$ cat config.mk
export PLATFORM = sky130hd
export DESIGN_NAME = oclib_reset_sequencer
export DESIGN_NICKNAME = d
export VERILOG_FILES = /design/src/rtl/oclib_reset_sequencer.sv
export SDC_FILE = /design/constraint.sdc
export NUM_CORES = 1
export LEC_CHECK = 0
export ABC_AREA = 1
export BUFFER_PORTS_ARGS = -buffer_cell sky130_fd_sc_hd__buf_2
export CELL_PAD_IN_SITES_DETAIL_PLACEMENT = 1
export CELL_PAD_IN_SITES_GLOBAL_PLACEMENT = 1
export CORE_MARGIN = 2
export CORE_UTILIZATION = 39
export CTS_BUF_LIST = sky130_fd_sc_hd__clkbuf_4
export CTS_CLUSTER_DIAMETER = 30
export DETAILED_ROUTE_END_ITERATION = 12
export PLACE_DENSITY_LB_ADDON = 0.1
export REMOVE_ABC_BUFFERS = 1
export SLEW_MARGIN = 10
export SYNTH_ARGS = -nofsm -noshare
export SYNTH_HDL_FRONTEND = slang
export SYNTH_SLANG_ARGS = --single-unit
$ cat constraint.sdc
create_clock -name clock -period 1.4 [get_ports clock]
set_clock_uncertainty 0.2 [all_clocks]
set_input_delay 0.07 -clock clock [delete_from_list [all_inputs] [get_ports clock]]
set_output_delay 0.07 -clock clock [all_outputs]
set_load 0.005 [all_outputs]
$ cat src/rtl/oclib_reset_sequencer.sv
// Ordered per-stage reset release after power-on or an accepted req/ack request; outputs registered.
// Release latency is fixed by the Hold/StageGap/Post parameters; a request is ignored (no queueing) while busy.
module oclib_reset_sequencer #(
  parameter int Stages         = 3,
  parameter int HoldCycles     = 20,
  parameter int StageGapCycles = 4,
  parameter int PostCycles     = 10
) (
  input  logic              clock,
  input  logic              reset,
  input  logic              resetReq,
  output logic              resetAck,
  output logic [Stages-1:0] resetOut,
  output logic              busy,
  output logic              done
);

  localparam int MaxHG     = (HoldCycles > StageGapCycles) ? HoldCycles : StageGapCycles;
  localparam int MaxCycles = (MaxHG > PostCycles) ? MaxHG : PostCycles;
  localparam int CW        = $clog2(MaxCycles + 1);
  localparam int KW        = $clog2(Stages + 1);

  localparam logic [CW-1:0] HoldLast = CW'(HoldCycles - 1);
  localparam logic [CW-1:0] GapLast  = CW'(StageGapCycles - 1);
  localparam logic [CW-1:0] PostLast = CW'(PostCycles - 1);
  localparam logic [KW-1:0] LastK    = KW'(Stages - 1);

  if (Stages < 1 || HoldCycles < 1 || StageGapCycles < 1 || PostCycles < 1) begin : g_param_err
    $error("oclib_reset_sequencer: all parameters must be >= 1");
  end

  typedef enum logic [1:0] {ASSERT, RELEASE, POST, IDLE} state_t;

  state_t            state, state_nxt;
  logic [CW-1:0]     cnt, cnt_nxt;
  logic [KW-1:0]     k, k_nxt;
  logic [Stages-1:0] out_nxt;
  logic              busy_nxt, ack_nxt, done_nxt;

  always_ff @(posedge clock) begin
    if (reset) begin
      state    <= ASSERT;
      cnt      <= '0;
      k        <= '0;
      resetOut <= '1;
      busy     <= 1'b1;
      resetAck <= 1'b0;
      done     <= 1'b0;
    end else begin
      state    <= state_nxt;
      cnt      <= cnt_nxt;
      k        <= k_nxt;
      resetOut <= out_nxt;
      busy     <= busy_nxt;
      resetAck <= ack_nxt;
      done     <= done_nxt;
    end
  end

  // Shifting a zero in from bit 0 releases stages strictly in index order.
  always_comb begin
    state_nxt = state;
    cnt_nxt   = cnt + 1'b1;
    k_nxt     = k;
    out_nxt   = resetOut;
    busy_nxt  = busy;
    ack_nxt   = 1'b0;
    done_nxt  = 1'b0;
    case (state)
      ASSERT: begin
        out_nxt = '1;
        if (cnt == HoldLast) begin
          out_nxt   = {Stages{1'b1}} << 1;
          cnt_nxt   = '0;
          k_nxt     = KW'(1);
          state_nxt = (Stages > 1) ? RELEASE : POST;
        end
      end
      RELEASE: begin
        if (cnt == GapLast) begin
          out_nxt = resetOut << 1;
          cnt_nxt = '0;
          k_nxt   = k + 1'b1;
          if (k == LastK) state_nxt = POST;
        end
      end
      POST: begin
        if (cnt == PostLast) begin
          cnt_nxt   = '0;
          state_nxt = IDLE;
          busy_nxt  = 1'b0;
          done_nxt  = 1'b1;
        end
      end
      IDLE: begin
        cnt_nxt = cnt;
        out_nxt = '0;
        if (resetReq) begin
          out_nxt   = '1;
          busy_nxt  = 1'b1;
          ack_nxt   = 1'b1;
          cnt_nxt   = '0;
          k_nxt     = '0;
          state_nxt = ASSERT;
        end
      end
      default: state_nxt = ASSERT;
    endcase
  end

endmodule

==> results.md <==
Floorplan:
- The initialized floorplan defines 17 standard-cell rows.
- The horizontal die dimension is 51.8 um.
- The die outline height is between 50 and 60 um.
- The total area inside the core boundary comes to about 0.0022 mm2.
- The initial core utilization is 40.7%.
- The number of I/O pins is 9.
- The floorplan step defined a die boundary enclosing 0.00269 mm2.

Min path:
- The startpoint of the most critical hold path is resetOut[0].
- The kind of path behind the tightest hold check is register to register.

Final layout:
- The finished layout cell area is 0.00156 mm2.
- In the final layout, the share of cells above drive strength 1 is 58.2%.
- After the last flow step, the layout net total stands at 182.
- Leaving out fill and tap cells, the most frequent cell in the layout is sky130_fd_sc_hd__buf_4.
- The area growth from synthesis to layout is 74.8%.
- The library cells used most frequently in the layout, excluding fill and tap cells, are 24 x sky130_fd_sc_hd__buf_4, 16 x sky130_fd_sc_hd__nand2_1, 14 x sky130_fd_sc_hd__nor2_1, 10 x sky130_fd_sc_hd__dfxtp_1.
- 0 antenna diodes ended up in the layout.

STA:
- The final-report hold violation count came to 0.
- Setup slack on the critical path of the routed design comes to -231 ps.
- After layout, the worst path uses 117% of the clock period.
- The max-slew violation count is 0.
- The final total negative setup slack is -2240 ps.
- Measured against its own limit, the worst slew margin works out to 72.4%.
- The minimum clock period is 1630 ps.
- Setup repair after global routing could not meet its margin everywhere.
- The actual transition at the worst max-transition pin is 414 ps.
- Based on the critical path, the design can be clocked at up to 0.613 GHz.
- The count of endpoints failing setup in the final report is 13.

Setup path:
- The startpoint class of the critical path is a register.
- Data arrives at the worst endpoint at roughly 1600 ps.
- Traced cell by cell, the critical path runs through inv_6 > ha_4 > inv_4 > o21ai_4 > nor2_4 > nor2_1 > nor2_1.
- The startpoint of the most critical setup path is state[0].
- The largest incremental delay on the critical path is 430 ps.
- The most prevalent standard cell on the critical path is sky130_fd_sc_hd__nor2_1.
- The worst setup path is captured at a register.
- In this run the worst path has a maximum fanout of 4.
- The cell with the largest stage delay on the worst path is sky130_fd_sc_hd__dfxtp_4.
- The start-to-end type of the worst setup path is register to register.
- The required time of the critical path is 1390 ps.
- The startpoint identified for the worst register-to-register timing path is state[0].

Power:
- The portion of total power attributed to combinational logic is 70.7%.
- For this design the total switching power over the nets is around 1.7 mW.
- The switching power share of the total is 48.3%.
- Internal power comes to 1.82 mW.
- The sequential cell fraction of total power is 21.3%.
- The standby leakage power is between 0.6 and 0.7 nW.
- VDD sags by at most ~1.6 mV.
- The total power density per cell area is between 2000 and 2500 mW/mm2.
- Per report_power, the clock group accounts for roughly 8% of the total.

Clocking:
- Clock-pin slew was measured on the worst setup and hold paths at ~100 ps.
- The clock root buffer is sky130_fd_sc_hd__clkbuf_4.
- The CTS tree is yes.
- The total CTS buffers is 3.
- The buffer levels on the longest clock path is 2.
- The clock drives 15 sinks.
- At the later pin of the worst-skew pair, clock insertion delay measures 290 ps.
- In this run the number of H-tree levels came out at 1.

Synth:
- Synthesis inferred 15 register bits.
- In the post-synthesis netlist, the biggest area contributors are sky130_fd_sc_hd__dfxtp_1 34%, sky130_fd_sc_hd__nand2_1 12%, sky130_fd_sc_hd__ha_1 11%.
- Dividing the synthesized area by the synthesized cell count gives about 6.9 um2.
- After synthesis the cells add up to 892 um2.
- The post-synthesis cell type count is 21.
- The number of instances in the synthesized netlist is 129.
- For this run, the number of Yosys warnings is 0.
- Summed over its instances, the top area cell type makes up 33.7% of the synthesized netlist area.
- The largest area contributor in the netlist is sky130_fd_sc_hd__dfxtp_1.
- Summing the sequential cell areas from Yosys gives 33.7% of the chip area.

Global route:
- The number of global-route vias before repair is 1115.
- The initial antenna violation count is 0.
- Summed over all layers, the global routing overflow is 0.
- The pin count of the biggest net entering global routing is 12.
- The first global-routing pass estimated around 5300 um of wire.
- Across every metal layer, demand over resource in global routing totals 27.3%.

Route:
- The detail route stage leaves a number of antenna-violating nets equal to 0.
- The detailed router finished its first iteration with 19 violations.
- The aggregate routed wire length is 4290 um.
- Dividing the detail-routed wire length by the instance count gives around 22 um.
- The first-pass iteration count of the detailed router is 4.
- The via count is between 1000 and 1500.
- In the routed design, unresolved DRC markers number 0.
- The ratio of routed vias to standard cells is 5.57.

Placement:
- Routability-driven placement finished with a final weighted congestion of about 0.76.
- Detailed placement ended at an HPWL of 1860 um.
- Input and output buffers added on the ports amount to 8.
- The cell area after placement is 0.00110 mm2.

Status:
- The checks that failed: negative setup slack.
- The flow ran to the end, but the final reports show violations.

Run:
- The max-capacitance violation count is 0.
## registers in the layout, indices dropped and copies added, names as in the netlist
| register | flops |
|---|---|
| busy | 1 |
| cnt | 5 |
| resetAck | 1 |
| state | 2 |
| resetOut | 3 |
| done | 1 |
| k | 2 |
## kinds of logic (layout without fill, tap and decap cells)
family	Yosys count	after routing	share of synthesized area [%]
buf+inv	18	59	7.71
simple gates	71	71	36.2
flops	15	15	33.7
compound gates	16	16	10.2
xor+xnor	1	1	0.982
fa+ha+maj	8	8	11.2
## layout make-up
type                    count  area, um2
well taps                  28       35.0
clock buffers               4       30.0
multi-input cells          96        800
flip-flops and latches     15        317
inverters                  17       83.8
fillers                   246        632
repair buffers             38        294
## final timing paths
kind                 end  slack [ps]  cells after the start
max reg2reg         k[1]        -230                      7
min          resetOut[0]         280                      2
min reg2reg  resetOut[0]         280                      2
max                 k[1]        -230                      7
## power by group through the flow
stage          clock [mW]  sequential (mW)  combinational (mW)
2_1_floorplan           0            0.636               0.818
3_3_place_gp            0            0.642                1.19
3_5_place_dp            0            0.652                1.25
4_1_cts             0.287            0.700                1.74
5_1_grt             0.301            0.760                2.65
6_report            0.284            0.750                2.49
## repair_timing
| action | CTS | global route |
|---|---|---|
| pin swaps | 18 | 21 |
| endpoints found under the setup margin | 13 | 14 |
| resized for setup | 54 | 36 |
| endpoints found under the hold margin | 4 | 4 |
| setup buffers | 6 | 4 |
## synthesized netlist by cell type (all sizes together)
library cell	number
a21oi	7
buf	1
dfxtp	15
ha	8
inv	17
nand2	29
nand3	16
nand4	2
nor2	22
o211ai	3
o21ai	6
or2	2
xor2	1
## critical path: cells and delay by family, from the launching register on
family                     cells  cell delay [ps]
DFF                            1              430
buffers and inverters          2              100
adders and majority gates      1              270
AOI/OAI and AO/OA              1              230
and+or+nand+nor                3              290
## routing by layer
layer | vias to the layer above | track usage (%) | share of wire (%)
met3 | 17 | 4.02 | 5.8
met5 | - | 0 | 0
met2 | 60 | 51.5 | 51
li1 | 498 | - | -
met1 | 528 | 30.7 | 39
met4 | 0 | 8.77 | 3.8
## per-stage QoR
step | power [mW] | utilization, % | worst slack, ps | cells | hold WS, ps
after floorplan | 1.45 | - | -130 | 128 | -60.9
after global placement | 1.83 | 50.4 | -218 | 183 | 95.0
after detailed placement | 1.90 | 50.4 | -289 | 183 | 99.1
after CTS | 2.73 | 62.1 | -105 | 193 | -201
after global routing | 3.71 | 71.2 | -271 | 198 | 321
final | 3.53 | 71.2 | -231 | 198 | 280
Note: power is estimated with default switching activity, not from simulation.
